<file path="config.mk">
export PLATFORM = sky130hd
export DESIGN_NAME = mem_req_arbiter_flat
export DESIGN_NICKNAME = d
export VERILOG_FILES = /design/src/rtl/mem_req_arbiter_if.sv /design/src/rtl/mem_req_arbiter.sv /design/src/flat_wrapper.sv
export SDC_FILE = /design/constraint.sdc
export NUM_CORES = 1
export LEC_CHECK = 0
export CAP_MARGIN = 20
export CORE_AREA = 2 2 137 139
export CTS_BUF_LIST = sky130_fd_sc_hd__clkbuf_8
export DETAILED_ROUTE_END_ITERATION = 6
export DIE_AREA = 0 0 139 141
export GPL_TIMING_DRIVEN = 0
export PLACE_DENSITY = 0.87
export SLEW_MARGIN = 20
export SYNTH_ARGS = -nofsm -noshare
export SYNTH_HDL_FRONTEND = slang
export SYNTH_SLANG_ARGS = --single-unit
</file>
<file path="constraint.sdc">
create_clock -name clk_in -period 3.5 [get_ports clk_in]
set_clock_uncertainty 0.2 [all_clocks]
set_input_delay 1.05 -clock clk_in [delete_from_list [all_inputs] [get_ports clk_in]]
set_output_delay 1.05 -clock clk_in [all_outputs]
set_load 0.05 [all_outputs]
</file>
<file path="src/rtl/mem_req_arbiter_if.sv">
// ============================================================================
//  Module      : mem_req_arbiter_if
//  Description : Transaction bus between the request arbiter and memctrl.
//  Revision    : 1.0 - initial release
// ============================================================================
`default_nettype none

interface mem_req_arbiter_if;
    logic        mc_valid;
    logic        mc_wr;
    logic [2:0]  mc_width;
    logic [31:0] mc_addr;
    logic [31:0] mc_wdata;
    logic        mc_received;
    logic        mc_done;
    logic [31:0] mc_rdata;

    modport master (
        output mc_valid, mc_wr, mc_width, mc_addr, mc_wdata,
        input  mc_received, mc_done, mc_rdata
    );

    modport slave (
        input  mc_valid, mc_wr, mc_width, mc_addr, mc_wdata,
        output mc_received, mc_done, mc_rdata
    );
endinterface

`default_nettype wire

</file>
<file path="src/rtl/mem_req_arbiter.sv">
// ============================================================================
//  Module      : mem_req_arbiter
//  Description : Two-slot request arbiter/sequencer in front of memctrl with
//                flush handling. Optional icache starvation guard is enabled
//                by defining ARB_STARVE_GUARD_EN.
//  Revision    : 1.0 - initial release
// ============================================================================
`default_nettype none

module mem_req_arbiter #(
    parameter int STARVE_LIMIT = 4
) (
    input  logic        clk_in,
    input  logic        rst_in,
    input  logic        rdy_in,
    input  logic        clear_all,

    input  logic        ic_req,
    input  logic [31:0] ic_addr,
    output logic        ic_ack,
    output logic        ic_done,
    output logic [31:0] ic_data,

    input  logic        ls_req,
    input  logic        ls_wr,
    input  logic [2:0]  ls_width,
    input  logic [31:0] ls_addr,
    input  logic [31:0] ls_wdata,
    output logic        ls_ack,
    output logic        ls_done,
    output logic [31:0] ls_rdata,

    mem_req_arbiter_if.master mc
);

    typedef enum logic [1:0] {
        ST_IDLE  = 2'd0,
        ST_ISSUE = 2'd1,
        ST_WAIT  = 2'd2
    } state_t;

    localparam logic       c_OWN_IC     = 1'b0;
    localparam logic       c_OWN_LS     = 1'b1;
    localparam logic [2:0] c_WIDTH_WORD = 3'b010;

    generate
        if (STARVE_LIMIT < 1 || STARVE_LIMIT > 15) begin : g_bad_starve_limit
            $error("mem_req_arbiter: STARVE_LIMIT must be in 1..15");
        end
    endgenerate

    // ------------------------------------------------------------------
    // Registered state
    // ------------------------------------------------------------------
    state_t      r_state;
    logic        r_owner;
    logic        r_discard;

    logic        r_ic_pend;
    logic [31:0] r_ic_pend_addr;
    logic        r_ls_pend;
    logic        r_ls_pend_wr;
    logic [2:0]  r_ls_pend_width;
    logic [31:0] r_ls_pend_addr;
    logic [31:0] r_ls_pend_wdata;

    logic        r_mc_valid;
    logic        r_mc_wr;
    logic [2:0]  r_mc_width;
    logic [31:0] r_mc_addr;
    logic [31:0] r_mc_wdata;

    logic        r_ic_ack;
    logic        r_ic_done;
    logic [31:0] r_ic_data;
    logic        r_ls_ack;
    logic        r_ls_done;
    logic [31:0] r_ls_rdata;

    // ------------------------------------------------------------------
    // Next-state values
    // ------------------------------------------------------------------
    state_t      w_state_nxt;
    logic        w_owner_nxt;
    logic        w_discard_nxt;

    logic        w_ic_pend_nxt;
    logic [31:0] w_ic_pend_addr_nxt;
    logic        w_ls_pend_nxt;
    logic        w_ls_pend_wr_nxt;
    logic [2:0]  w_ls_pend_width_nxt;
    logic [31:0] w_ls_pend_addr_nxt;
    logic [31:0] w_ls_pend_wdata_nxt;

    logic        w_mc_valid_nxt;
    logic        w_mc_wr_nxt;
    logic [2:0]  w_mc_width_nxt;
    logic [31:0] w_mc_addr_nxt;
    logic [31:0] w_mc_wdata_nxt;

    logic        w_ic_ack_nxt;
    logic        w_ic_done_nxt;
    logic [31:0] w_ic_data_nxt;
    logic        w_ls_ack_nxt;
    logic        w_ls_done_nxt;
    logic [31:0] w_ls_rdata_nxt;

    logic        w_ic_cand;
    logic        w_ls_cand;
    logic        w_pick_ic;
    logic        w_spec_owner;
    logic        w_flush_spec;

`ifdef ARB_STARVE_GUARD_EN
    localparam logic [3:0] c_STARVE_LIMIT = 4'(STARVE_LIMIT);
    logic [3:0] r_starve_cnt;
    logic [3:0] w_starve_cnt_nxt;
`endif

    // A flush in the same cycle removes speculative candidates before they
    // can be granted; only a held store survives.
    assign w_ic_cand = r_ic_pend && !clear_all;
    assign w_ls_cand = r_ls_pend && !(clear_all && !r_ls_pend_wr);

`ifdef ARB_STARVE_GUARD_EN
    assign w_pick_ic = w_ic_cand && (!w_ls_cand || (r_starve_cnt >= c_STARVE_LIMIT));
`else
    assign w_pick_ic = w_ic_cand && !w_ls_cand;
`endif

    assign w_spec_owner = (r_owner == c_OWN_IC) || !r_mc_wr;
    assign w_flush_spec = clear_all && w_spec_owner;

    always_comb begin
        w_state_nxt         = r_state;
        w_owner_nxt         = r_owner;
        w_discard_nxt       = r_discard;
        w_ic_pend_nxt       = r_ic_pend;
        w_ic_pend_addr_nxt  = r_ic_pend_addr;
        w_ls_pend_nxt       = r_ls_pend;
        w_ls_pend_wr_nxt    = r_ls_pend_wr;
        w_ls_pend_width_nxt = r_ls_pend_width;
        w_ls_pend_addr_nxt  = r_ls_pend_addr;
        w_ls_pend_wdata_nxt = r_ls_pend_wdata;
        w_mc_valid_nxt      = r_mc_valid;
        w_mc_wr_nxt         = r_mc_wr;
        w_mc_width_nxt      = r_mc_width;
        w_mc_addr_nxt       = r_mc_addr;
        w_mc_wdata_nxt      = r_mc_wdata;
        w_ic_ack_nxt        = 1'b0;
        w_ic_done_nxt       = 1'b0;
        w_ic_data_nxt       = '0;
        w_ls_ack_nxt        = 1'b0;
        w_ls_done_nxt       = 1'b0;
        w_ls_rdata_nxt      = '0;
`ifdef ARB_STARVE_GUARD_EN
        w_starve_cnt_nxt    = r_starve_cnt;
`endif

        if (clear_all) begin
            w_ic_pend_nxt = 1'b0;
            if (!r_ls_pend_wr) begin
                w_ls_pend_nxt = 1'b0;
            end
        end

        case (r_state)
            ST_IDLE: begin
                if (w_ic_cand || w_ls_cand) begin
                    w_mc_valid_nxt = 1'b1;
                    w_state_nxt    = ST_ISSUE;
                    if (w_pick_ic) begin
                        w_owner_nxt    = c_OWN_IC;
                        w_mc_wr_nxt    = 1'b0;
                        w_mc_width_nxt = c_WIDTH_WORD;
                        w_mc_addr_nxt  = r_ic_pend_addr;
                        w_mc_wdata_nxt = '0;
                        w_ic_pend_nxt  = 1'b0;
`ifdef ARB_STARVE_GUARD_EN
                        w_starve_cnt_nxt = '0;
`endif
                    end else begin
                        w_owner_nxt    = c_OWN_LS;
                        w_mc_wr_nxt    = r_ls_pend_wr;
                        w_mc_width_nxt = r_ls_pend_width;
                        w_mc_addr_nxt  = r_ls_pend_addr;
                        w_mc_wdata_nxt = r_ls_pend_wdata;
                        w_ls_pend_nxt  = 1'b0;
`ifdef ARB_STARVE_GUARD_EN
                        if (w_ic_cand) begin
                            w_starve_cnt_nxt = (r_starve_cnt == 4'hF) ? r_starve_cnt
                                                                      : r_starve_cnt + 4'd1;
                        end else begin
                            w_starve_cnt_nxt = '0;
                        end
`endif
                    end
                end
            end

            ST_ISSUE: begin
                if (mc.mc_received) begin
                    // Already accepted downstream: let it finish, drop the result.
                    w_mc_valid_nxt = 1'b0;
                    w_state_nxt    = ST_WAIT;
                    if (w_flush_spec) begin
                        w_discard_nxt = 1'b1;
                    end
                end else if (w_flush_spec) begin
                    w_mc_valid_nxt = 1'b0;
                    w_state_nxt    = ST_IDLE;
                end
            end

            ST_WAIT: begin
                if (mc.mc_done) begin
                    w_state_nxt   = ST_IDLE;
                    w_discard_nxt = 1'b0;
                    if (!r_discard && !w_flush_spec) begin
                        if (r_owner == c_OWN_IC) begin
                            w_ic_done_nxt = 1'b1;
                            w_ic_data_nxt = mc.mc_rdata;
                        end else begin
                            w_ls_done_nxt  = 1'b1;
                            w_ls_rdata_nxt = mc.mc_rdata;
                        end
                    end
                end else if (w_flush_spec) begin
                    w_discard_nxt = 1'b1;
                end
            end

            default: begin
                w_state_nxt    = ST_IDLE;
                w_mc_valid_nxt = 1'b0;
                w_discard_nxt  = 1'b0;
            end
        endcase

        // Capture only into a slot that is empty before this edge, so this
        // never collides with a grant clearing the same slot.
        if (ic_req && !r_ic_pend && !clear_all) begin
            w_ic_pend_nxt      = 1'b1;
            w_ic_pend_addr_nxt = ic_addr;
            w_ic_ack_nxt       = 1'b1;
        end

        if (ls_req && !r_ls_pend && !clear_all) begin
            w_ls_pend_nxt       = 1'b1;
            w_ls_pend_wr_nxt    = ls_wr;
            w_ls_pend_width_nxt = ls_width;
            w_ls_pend_addr_nxt  = ls_addr;
            w_ls_pend_wdata_nxt = ls_wdata;
            w_ls_ack_nxt        = 1'b1;
        end
    end

    // rdy_in low freezes every register, which also stretches pulses.
    always_ff @(posedge clk_in or negedge rst_in) begin
        if (!rst_in) begin
            r_state         <= ST_IDLE;
            r_owner         <= c_OWN_IC;
            r_discard       <= 1'b0;
            r_ic_pend       <= 1'b0;
            r_ic_pend_addr  <= '0;
            r_ls_pend       <= 1'b0;
            r_ls_pend_wr    <= 1'b0;
            r_ls_pend_width <= '0;
            r_ls_pend_addr  <= '0;
            r_ls_pend_wdata <= '0;
            r_mc_valid      <= 1'b0;
            r_mc_wr         <= 1'b0;
            r_mc_width      <= '0;
            r_mc_addr       <= '0;
            r_mc_wdata      <= '0;
            r_ic_ack        <= 1'b0;
            r_ic_done       <= 1'b0;
            r_ic_data       <= '0;
            r_ls_ack        <= 1'b0;
            r_ls_done       <= 1'b0;
            r_ls_rdata      <= '0;
`ifdef ARB_STARVE_GUARD_EN
            r_starve_cnt    <= '0;
`endif
        end else if (rdy_in) begin
            r_state         <= w_state_nxt;
            r_owner         <= w_owner_nxt;
            r_discard       <= w_discard_nxt;
            r_ic_pend       <= w_ic_pend_nxt;
            r_ic_pend_addr  <= w_ic_pend_addr_nxt;
            r_ls_pend       <= w_ls_pend_nxt;
            r_ls_pend_wr    <= w_ls_pend_wr_nxt;
            r_ls_pend_width <= w_ls_pend_width_nxt;
            r_ls_pend_addr  <= w_ls_pend_addr_nxt;
            r_ls_pend_wdata <= w_ls_pend_wdata_nxt;
            r_mc_valid      <= w_mc_valid_nxt;
            r_mc_wr         <= w_mc_wr_nxt;
            r_mc_width      <= w_mc_width_nxt;
            r_mc_addr       <= w_mc_addr_nxt;
            r_mc_wdata      <= w_mc_wdata_nxt;
            r_ic_ack        <= w_ic_ack_nxt;
            r_ic_done       <= w_ic_done_nxt;
            r_ic_data       <= w_ic_data_nxt;
            r_ls_ack        <= w_ls_ack_nxt;
            r_ls_done       <= w_ls_done_nxt;
            r_ls_rdata      <= w_ls_rdata_nxt;
`ifdef ARB_STARVE_GUARD_EN
            r_starve_cnt    <= w_starve_cnt_nxt;
`endif
        end
    end

    assign ic_ack   = r_ic_ack;
    assign ic_done  = r_ic_done;
    assign ic_data  = r_ic_data;
    assign ls_ack   = r_ls_ack;
    assign ls_done  = r_ls_done;
    assign ls_rdata = r_ls_rdata;

    assign mc.mc_valid = r_mc_valid;
    assign mc.mc_wr    = r_mc_wr;
    assign mc.mc_width = r_mc_width;
    assign mc.mc_addr  = r_mc_addr;
    assign mc.mc_wdata = r_mc_wdata;

endmodule

`default_nettype wire
</file>
<file path="src/flat_wrapper.sv">
// flat-port wrapper written by rule: the top's interface ports become plain ports
module mem_req_arbiter_flat 
#(
    parameter int STARVE_LIMIT = 4
)
  (clk_in, rst_in, rdy_in, clear_all, ic_req, ic_addr, ic_ack, ic_done, ic_data, ls_req, ls_wr, ls_width, ls_addr, ls_wdata, ls_ack, ls_done, ls_rdata, mc_mc_valid, mc_mc_wr, mc_mc_width, mc_mc_addr, mc_mc_wdata, mc_mc_received, mc_mc_done, mc_mc_rdata);
  mem_req_arbiter_if mc_i ();
  input  logic clk_in;
  input  logic rst_in;
  input  logic rdy_in;
  input  logic clear_all;
  input  logic ic_req;
  input  logic [31:0] ic_addr;
  output logic ic_ack;
  output logic ic_done;
  output logic [31:0] ic_data;
  input  logic ls_req;
  input  logic ls_wr;
  input  logic [2:0] ls_width;
  input  logic [31:0] ls_addr;
  input  logic [31:0] ls_wdata;
  output logic ls_ack;
  output logic ls_done;
  output logic [31:0] ls_rdata;
  output wire logic [$bits(mc_i.mc_valid)-1:0] mc_mc_valid;
  output wire logic [$bits(mc_i.mc_wr)-1:0] mc_mc_wr;
  output wire logic [$bits(mc_i.mc_width)-1:0] mc_mc_width;
  output wire logic [$bits(mc_i.mc_addr)-1:0] mc_mc_addr;
  output wire logic [$bits(mc_i.mc_wdata)-1:0] mc_mc_wdata;
  input wire logic [$bits(mc_i.mc_received)-1:0] mc_mc_received;
  input wire logic [$bits(mc_i.mc_done)-1:0] mc_mc_done;
  input wire logic [$bits(mc_i.mc_rdata)-1:0] mc_mc_rdata;
  assign mc_mc_valid = mc_i.mc_valid;
  assign mc_mc_wr = mc_i.mc_wr;
  assign mc_mc_width = mc_i.mc_width;
  assign mc_mc_addr = mc_i.mc_addr;
  assign mc_mc_wdata = mc_i.mc_wdata;
  assign mc_i.mc_received = mc_mc_received;
  assign mc_i.mc_done = mc_mc_done;
  assign mc_i.mc_rdata = mc_mc_rdata;
  mem_req_arbiter #(.STARVE_LIMIT(STARVE_LIMIT)) u_core (.clk_in(clk_in), .rst_in(rst_in), .rdy_in(rdy_in), .clear_all(clear_all), .ic_req(ic_req), .ic_addr(ic_addr), .ic_ack(ic_ack), .ic_done(ic_done), .ic_data(ic_data), .ls_req(ls_req), .ls_wr(ls_wr), .ls_width(ls_width), .ls_addr(ls_addr), .ls_wdata(ls_wdata), .ls_ack(ls_ack), .ls_done(ls_done), .ls_rdata(ls_rdata), .mc(mc_i));
endmodule
</file>
==> reports/metrics.cfg <==
[critical_path]
critPathMaxStageDelay_ps=880
crit_buf_inv=1
cp.required_ps=2250
crit_type=flop to output port
crit_family=buffers and inverters
worstSetupEndpointType=output port
crit_arrival_ps=1790
crit_fanout=3
slowest_stage=clkdlybuf4s50_1
start_kind=flop
path_cells=clkdlybuf4s50_1

[pwr]
p_switching_uw=4124
combPwrFrac=0.377
p_int_uw=6626
p_per_area_nw_per_um2=803.2
power_leakage_uw=0.006067
netSwitchingFraction=0.3836
ir_worst_vdd_mv=0.5070
pwr-share-clk=0.224
p_seq_frac=0.398

[timing]
worstMarginPinSlew_ps=666.7
fin_ws_ps=463.6
setup_viol=0
slew_viol_final=0
fmax_ghz=0.3293
slew_headroom=0.5531
hold_viol=0
min_period_ps=3036
finalCritPeriodShare=0.8675
hold_slack_ps=218.0
grt_setup_unrepaired=no

[worst_hold_path]
hold_path.class=primary input to async pin

[clocking]
cts_tree=done
cts.clk_slew.worst_paths_ps=60
numClockSinks=243
post_cts_resized=0
clock_latency_ps=520
root_buffer=clkbuf_8
htreeDepth=2
clockBufferDepth=3
cts_buffers=40
hold_buffers=0
post_cts_buffers=0

[synth]
synth_common_cells=243 x dfrtp_1, 143 x nand2_1, 93 x mux2_2, 64 x a22o_1, 36 x nor2_1
yosys_register_bits=243
ys_types=33
synth_top_area_frac=0.6423
yosysTopAreaCell=dfrtp_1
synthArstFlopShare=1.000
synth_edf_count=0
ys_warn_count=0
synthTopCellsByArea=dfrtp_1 64%, mux2_2 11%, a22o_1 5.9%
yosysMostFrequentCell=dfrtp_1
postSynthAreaPerCell_um2=12.69
synth_cells=746
synth-seq-area-share=0.6423
syn_area_um2=9468
ys.flop_type=dfrtp_1
syn_nets=889

[routing]
ant_nets=0
wl_per_cell_um=19.16
via_count=7230
finalWirelength_mm=25.47
drc=0
dr.pass1.iters=5
drt-initial-drc-count=325
routed_via_density=5.440

[placement]
detailed_place_hpwl_mm=18.18
gp_congestion=0.8492
dp_slack_ps=260.4
dp.cells=1257
port_buffers=274
placed_area_um2=12590

[global_routing]
antenna_found_initial=0
grt_pass1_wl_mm=39.99
grt.total_usage=0.2575
grt_pass1_vias=7535
grt_overflow=0
grt_max_degree=81

[cells_and_area]
fill_cells=1252
fin_area_um2=13380
area_growth_pct=41.35
final_core_util=0.7326
layout-drive-gt1-share=0.1799
nNetsFinal=1208
fin_cells=1329
antennaDiodeCount=0

[die]
chipWidth_um=139
core_um2=18270
initial_utilization=0.5183
dieArea_um2=19600
ios=277
die_y_um=141
rows=50

[run_status]
status=finished clean

[run]
maxCapViolations=0

placed cells by master, fill, tap and decap left out:
| master | count |
|---|---|
| clkinvlp_4 | 2 |
| or3_4 | 1 |
| a31oi_1 | 32 |
| clkbuf_8 | 51 |
| mux2i_1 | 1 |
| clkinv_2 | 3 |
| nor2_1 | 36 |
| nor4_4 | 1 |
| clkbuf_1 | 17 |
| nand4b_1 | 1 |
| inv_1 | 19 |
| inv_2 | 1 |
| nand2b_1 | 3 |
| a21o_1 | 5 |
| nor2b_1 | 2 |
| a41oi_1 | 1 |
| nor3_4 | 1 |
| buf_16 | 3 |
| or2_0 | 1 |
| nand2_1 | 143 |
| dfrtp_1 | 243 |
| clkdlybuf4s50_1 | 273 |
| buf_6 | 5 |
| a21boi_2 | 2 |
| and4_4 | 1 |
| a22o_1 | 64 |
| mux2_2 | 93 |
| o21ai_0 | 7 |
| buf_4 | 11 |
| a21boi_0 | 1 |
| and2_1 | 1 |
| buf_2 | 18 |
| buf_8 | 1 |
| mux2_1 | 9 |
| o31ai_1 | 1 |
| nor3_2 | 2 |
| nand3_1 | 35 |
| nor4b_4 | 1 |
| ha_1 | 3 |
final cells by class:
type / count / area (µm²) / share of cell area
sequential: 243 / 6081 / 0.4544
clock buffer: 51 / 701.9 / 0.05245
multi-input combinational: 448 / 3079 / 0.2301
buffer: 51 / 292.8 / 0.02188
inverter: 4 / 15.01 / 0.001122
clock inverter: 21 / 90.09 / 0.006732
tap: 234 / 292.8 / 0.02188
timing repair buffer: 277 / 2830 / 0.2115
worst reg2reg max path, cell delays in order (launching register included):
cell and delay (ps):
dfrtp_1 390, inv_1 90, ha_1 320, nand2_1 170, nor3_4 480, clkbuf_1 470, a31oi_1 170
final timing paths:
check,start,end,slack (ps),cells after the start
max,u_core.mc.mc_wr,mc_mc_wr,460,1
min,rst_in,u_core.r_ls_pend_wdata[17],220,1
max reg2reg,u_core.r_state[0],u_core.mc.mc_addr[10],1040,6
min reg2reg,u_core.mc.mc_wdata[2],u_core.mc.mc_wdata[2],270,2
max in group asynchronous,rst_in,u_core.mc.mc_addr[8],1870,3
min in group clk_in,u_core.mc.mc_wdata[2],u_core.mc.mc_wdata[2],270,2
cell families after synthesis:
group	after synthesis	synth area share
AOI/OAI and AO/OA	113	0.09290
and+or+nand+nor	229	0.1060
DFF	243	0.6423
adders and majority gates	3	0.003965
muxes	103	0.1224
buffers and inverters	55	0.03251
power by group through the flow:
stage	Clock, µW	Sequential, µW	Combinational (µW)
6_report	2410	4280	4050
5_1_grt	2590	4390	4290
4_1_cts	2460	4270	4080
3_5_place_dp	0	4310	4060
3_3_place_gp	0	4270	3940
2_1_floorplan	0	5580	1270
per-layer routing:
layer / routed length [µm] / part of all wire / GRT usage / vias up
met3: 1738 / 0.068 / 0.05774 / 80
met4: 1117 / 0.044 / 0.1271 / 0
met1: 10040 / 0.39 / 0.3162 / 3600
met2: 12580 / 0.49 / 0.4340 / 299
li1: - / - / - / 3251
met5: 0 / 0 / 0 / -
metrics by stage:
stage / power, µW / setup TNS, ps
final: 10750 / 0
after global routing: 11260 / 0
after CTS: 10810 / 0
after detailed placement: 8365 / 0
after global placement: 8204 / -2147950
after floorplan: 6851 / 0
flip-flops by register name, summed over array words and instances (netlist names), 2 cells and up:
signal	count
u_core.r_ls_pend_addr	32
u_core.ic_data	32
u_core.r_ic_pend_addr	32
u_core.mc.mc_width	3
u_core.r_state	2
u_core.r_ls_pend_wdata	32
u_core.mc.mc_wdata	32
u_core.ls_rdata	32
u_core.mc.mc_addr	32
u_core.r_ls_pend_width	3
Note: power is estimated with default switching activity, not from simulation.
==> patch 1, RTL diff (same flow settings) <==
Build with the macro `ARB_STARVE_GUARD_EN` defined.
--- a/src/rtl/mem_req_arbiter.sv
+++ b/src/rtl/mem_req_arbiter.sv
@@ -8,2 +8,4 @@
 `default_nettype none
+
+`define ARB_STARVE_GUARD_EN
 
Check against the original RTL: same outputs for any inputs over 4 cycles, from zero or initial values and one cycle with rst_in low; that may be too few to reach the edited logic, so the function may still have changed.
==> patch 1 against the unedited design <==
Synthesized cell count rose by 7.9%; sequential cell count rose by 4; wire length rose by 5.9%; final area rose by 2.5%; synthesized area rose by 3.6%; critical path type unchanged; setup slack improved by 0.051 ns; power rose by 2.0%.
==> patch 1: results (changes against the unedited design) <==
[metrics] global-route wire length before repair: 43.0 mm (+7.6%)
[metrics] antenna violations before repair: 1 (+1)
[metrics] leakage power of the design: 6.08 nW (+0.30%)
[metrics] pin count of the biggest net entering global routing: 101 (+25%)
[metrics] Critical Path AT: 1.74 ns (-0.05 ns)
[metrics] met1 Usage GRT: 0.337 (+0.0206)
[metrics] wire per inst: 19.4 um (+1.3%)
[metrics] post-synthesis average cell area: 12.2 um^2 (-4.0%)
[metrics] Crit path largest cell delay: 0.86 ns (-0.02 ns)
[metrics] post-detailed-placement half-perimeter wirelength: 19.0 mm (+4.6%)
[metrics] distinct cell type count of the synthesized netlist: 35 (+6.1%)
[metrics] path class of the lowest-slack min-delay path: reg -> reg
[metrics] worst setup path end: mc_mc_width[1]
[metrics] Post-Place Cell Area: 12900 um^2 (+2.6%)
[metrics] destination of the worst hold path: u_core.mc.mc_width[2]
[metrics] launching element of the worst setup path: u_core.mc.mc_width[1]
[metrics] setup slack, reg-to-reg: 1.15 ns (+0.11 ns)
[metrics] routability congestion estimate: 0.832 (-2.1%)
[metrics] count of input and output buffers: 275 (+0.36%)
[metrics] number of standard cells in the final layout excluding fillers: 1389 (+4.5%)
[metrics] filler cell count: 1227 (-2.0%)
[metrics] post-detailed-route via-to-cell ratio: 5.48 (+0.72%)
[metrics] worst hold start: u_core.mc.mc_width[2]
[metrics] post-route minimum period: 2.99 ns (-0.0509 ns)
[metrics] cells on worst reg2reg path: 8 (+2)
[metrics] number of buffers created by CTS: 42 (+5.0%)
[metrics] net switching component of the power: 4.22 mW (+2.2%)
[metrics] Worst IR Drop VDD: 617 uV (+22%)
[metrics] Reg2Reg Capture Point: u_core.mc.mc_wdata[26]
[metrics] metal3 WL: 2.06 mm (+18%)
[metrics] GR Layer Usage met2: 0.475 (+0.0412)
[metrics] initial drt markers: 333 (+2.5%)
[metrics] post-synthesis sequential area ratio: 0.630 (-0.0122)
[metrics] layout cells sized above 1: 0.165 (-0.0153)
[metrics] transition time at the pin with the least slew margin: 0.748 ns (+0.0814 ns)
[metrics] minimum setup slack after placement: 0.0907 ns (-0.170 ns)
[metrics] top post-synthesis cells by count: 247 x sky130_fd_sc_hd__dfrtp_1, 187 x sky130_fd_sc_hd__nand2_1, 91 x sky130_fd_sc_hd__mux2_2, 64 x sky130_fd_sc_hd__o2bb2ai_1, 36 x sky130_fd_sc_hd__nand3_1
[metrics] top post-synthesis cells by area: sky130_fd_sc_hd__dfrtp_1 63%, sky130_fd_sc_hd__mux2_2 10%, sky130_fd_sc_hd__nand2_1 7.2%
[metrics] wire length on met1: 10.7 mm (+6.9%)
[metrics] number of nets in the synthesized netlist: 949 (+6.7%)
[metrics] worst reg2reg startpoint: u_core.r_state[0]
[metrics] status: complete, no violations
[metrics] vias in the first global route: 8045 (+6.8%)
[metrics] sum of met2 wire segment lengths after detailed routing: 13.4 mm (+6.4%)
[metrics] overall fraction of global-route tracks in use: 0.277 (+0.0194)
[metrics] Final nets: 1270 (+5.1%)
[metrics] WHS: 0.264 ns (+0.0461 ns)
patch 1: area by class of cell:
type | instances | area (um^2) | share of cell area
flip-flops and latches | 247 | 6180 | 0.451
multi-input cells | 498 | 3280 | 0.240
repair buffers | 277 | 2810 | 0.205
clock buffers | 52 | 716 | 0.0522
plain buffers | 54 | 319 | 0.0233
well taps | 234 | 293 | 0.0214
clock inverters | 20 | 80.1 | 0.00584
inverters | 6 | 25.0 | 0.00182
diodes | 1 | 2.50 | 0.000182
patch 1: power groups by stage:
stage / Clock, mW / Sequential, mW / Combinational [mW]
final: 2.42 / 4.36 / 4.18
after global routing: 2.60 / 4.47 / 4.45
after detailed placement: 0 / 4.38 / 4.17
after global placement: 0 / 4.34 / 4.05
after floorplan: 0 / 5.61 / 1.40
after CTS: 2.47 / 4.35 / 4.21
patch 1: kinds of logic after synthesis:
family | Yosys count | synth area share
simple gates | 273 | 0.118
flops | 247 | 0.630
compound gates | 118 | 0.0909
mux | 103 | 0.121
buf+inv | 60 | 0.0351
fa+ha+maj | 4 | 0.00510
==> patch 2, RTL diff (same settings) <==
Made on the original files. Encoding of `state_t`: now one-hot (3 bits for 3 states).
--- a/src/rtl/mem_req_arbiter.sv
+++ b/src/rtl/mem_req_arbiter.sv
@@ -35,6 +35,6 @@
 
-    typedef enum logic [1:0] {
-        ST_IDLE  = 2'd0,
-        ST_ISSUE = 2'd1,
-        ST_WAIT  = 2'd2
+    typedef enum logic [2:0] {
+        ST_IDLE  = 3'b001,
+        ST_ISSUE = 3'b010,
+        ST_WAIT  = 3'b100
     } state_t;
Check against the original RTL: no difference found for any inputs over 4 cycles, from zero or initial values and one cycle with rst_in low; so few cycles prove little.
==> patch 2 against the unedited design <==
Non-clock buffer count shrank 4; synthesized area shrank 0.20%; setup slack gained 0.036 ns; power shrank 8.1%; largest cell class unchanged; final area shrank 0.22%; sequential cell count grew 1; sequential power shrank 7.2%; wire length shrank 2.7%.
==> patch 2: results (changes against the unedited design) <==
[metrics] power share of the combinational group: 0.352 (-0.025)
[metrics] post-detailed-placement half-perimeter wirelength: 17.8 mm (-2.1%)
[metrics] number of buffers created by CTS: 41 (+2.5%)
[metrics] total of clock buffers placed in the layout: 53 (+3.9%)
[metrics] routability congestion estimate: 0.864 (+1.7%)
[metrics] filler cell count: 1255 (+0.24%)
[metrics] share of the final layout cell area in multi-input gates: 0.232 (+0.00202)
[metrics] mux cell area share after synthesis: 0.155 (+0.0329)
[metrics] WHS: 0.229 ns (+0.0114 ns)
[metrics] number of nets in the synthesized netlist: 850 (-4.4%)
[metrics] wire length on met1: 9.91 mm (-1.3%)
[metrics] layout cells sized above 1: 0.172 (-0.00789)
[metrics] sum of met2 wire segment lengths after detailed routing: 12.1 mm (-3.4%)
[metrics] maximum net fanout on the critical path: 2 (-1)
[metrics] pin count of the biggest net entering global routing: 103 (+27%)
[metrics] Critical Path AT: 1.75 ns (-0.04 ns)
[metrics] transition time at the pin with the least slew margin: 1.02 ns (+0.350 ns)
[metrics] Clock buffers and inverters, area share: 0.0605 (+0.00135)
[metrics] worst reg2reg startpoint: u_core.r_state[0]
[metrics] minimum setup slack after placement: 0.00921 ns (-0.251 ns)
[metrics] post-route minimum period: 3.00 ns (-0.0362 ns)
[metrics] top post-synthesis cells by area: sky130_fd_sc_hd__dfrtp_1 64%, sky130_fd_sc_hd__mux2_2 10%, sky130_fd_sc_hd__a22o_1 5.9%
[metrics] count of antenna diodes in the layout: 0 (unchanged)
[metrics] number of standard cells in the final layout excluding fillers: 1292 (-2.8%)
[metrics] number of synthesized register bits: 244 (+0.41%)
[metrics] distinct cell type count of the synthesized netlist: 38 (+15%)
[metrics] number of non-clock inverters in the layout: 3 (-1)
[metrics] Reg2Reg Capture Point: u_core.mc.mc_addr[28]
[metrics] Post-Place Cell Area: 12500 um^2 (-0.37%)
[metrics] Detailed Route WL: 24.8 mm (-2.7%)
[metrics] synthesized-area fraction occupied by adder cells: 0 (-0.00396)
[metrics] power dissipated in sequential cells: 3.97 mW (-7.2%)
[metrics] sequential fraction of design power: 0.402 (+0.004)
[metrics] Area growth, synth to finish: 41.3% (about the same)
[metrics] sinks on the clock net: 244 (+0.41%)
[metrics] placed instance count: 1220 (-2.9%)
[metrics] top post-synthesis cells by count: 243 x sky130_fd_sc_hd__dfrtp_1, 109 x sky130_fd_sc_hd__nand2_1, 86 x sky130_fd_sc_hd__mux2_2, 64 x sky130_fd_sc_hd__a22o_1, 53 x sky130_fd_sc_hd__o21ai_0
[metrics] number of multi-input logic gates: 415 (-7.4%)
[metrics] Synth Area in Compound Gates: 0.112 (+0.0190)
[metrics] initial drt markers: 282 (-13%)
[metrics] status: complete, no violations
[metrics] vias in the first global route: 7249 (-3.8%)
[metrics] number of signal-net buffers in the layout: 324 (-1.2%)
[metrics] switch share: 0.374 (-0.0101)
[metrics] Crit path largest cell delay: 0.83 ns (-0.05 ns)
[metrics] launching element of the worst setup path: u_core.ls_rdata[4]
patch 2: cell types whose count changed in the layout (fill, tap and decap cells not counted), moves of 5 or more:
cell / before / now
sky130_fd_sc_hd__o21ai_0: 7 / 53
sky130_fd_sc_hd__nand3_1: 35 / 0
sky130_fd_sc_hd__nand2_1: 143 / 109
sky130_fd_sc_hd__a31oi_1: 32 / 0
sky130_fd_sc_hd__mux2i_1: 1 / 33
sky130_fd_sc_hd__nor2_1: 36 / 5
sky130_fd_sc_hd__o21ai_1: 0 / 20
sky130_fd_sc_hd__buf_4: 11 / 0
sky130_fd_sc_hd__mux2_2: 93 / 86
sky130_fd_sc_hd__mux2_1: 9 / 15
sky130_fd_sc_hd__buf_2: 18 / 23
patch 2: metal layers:
metal  vias up  GRT usage
met2       252      0.419
met1      3450      0.312
met5         -          0
met4         0     0.0904
li1       3153          -
met3        52     0.0829
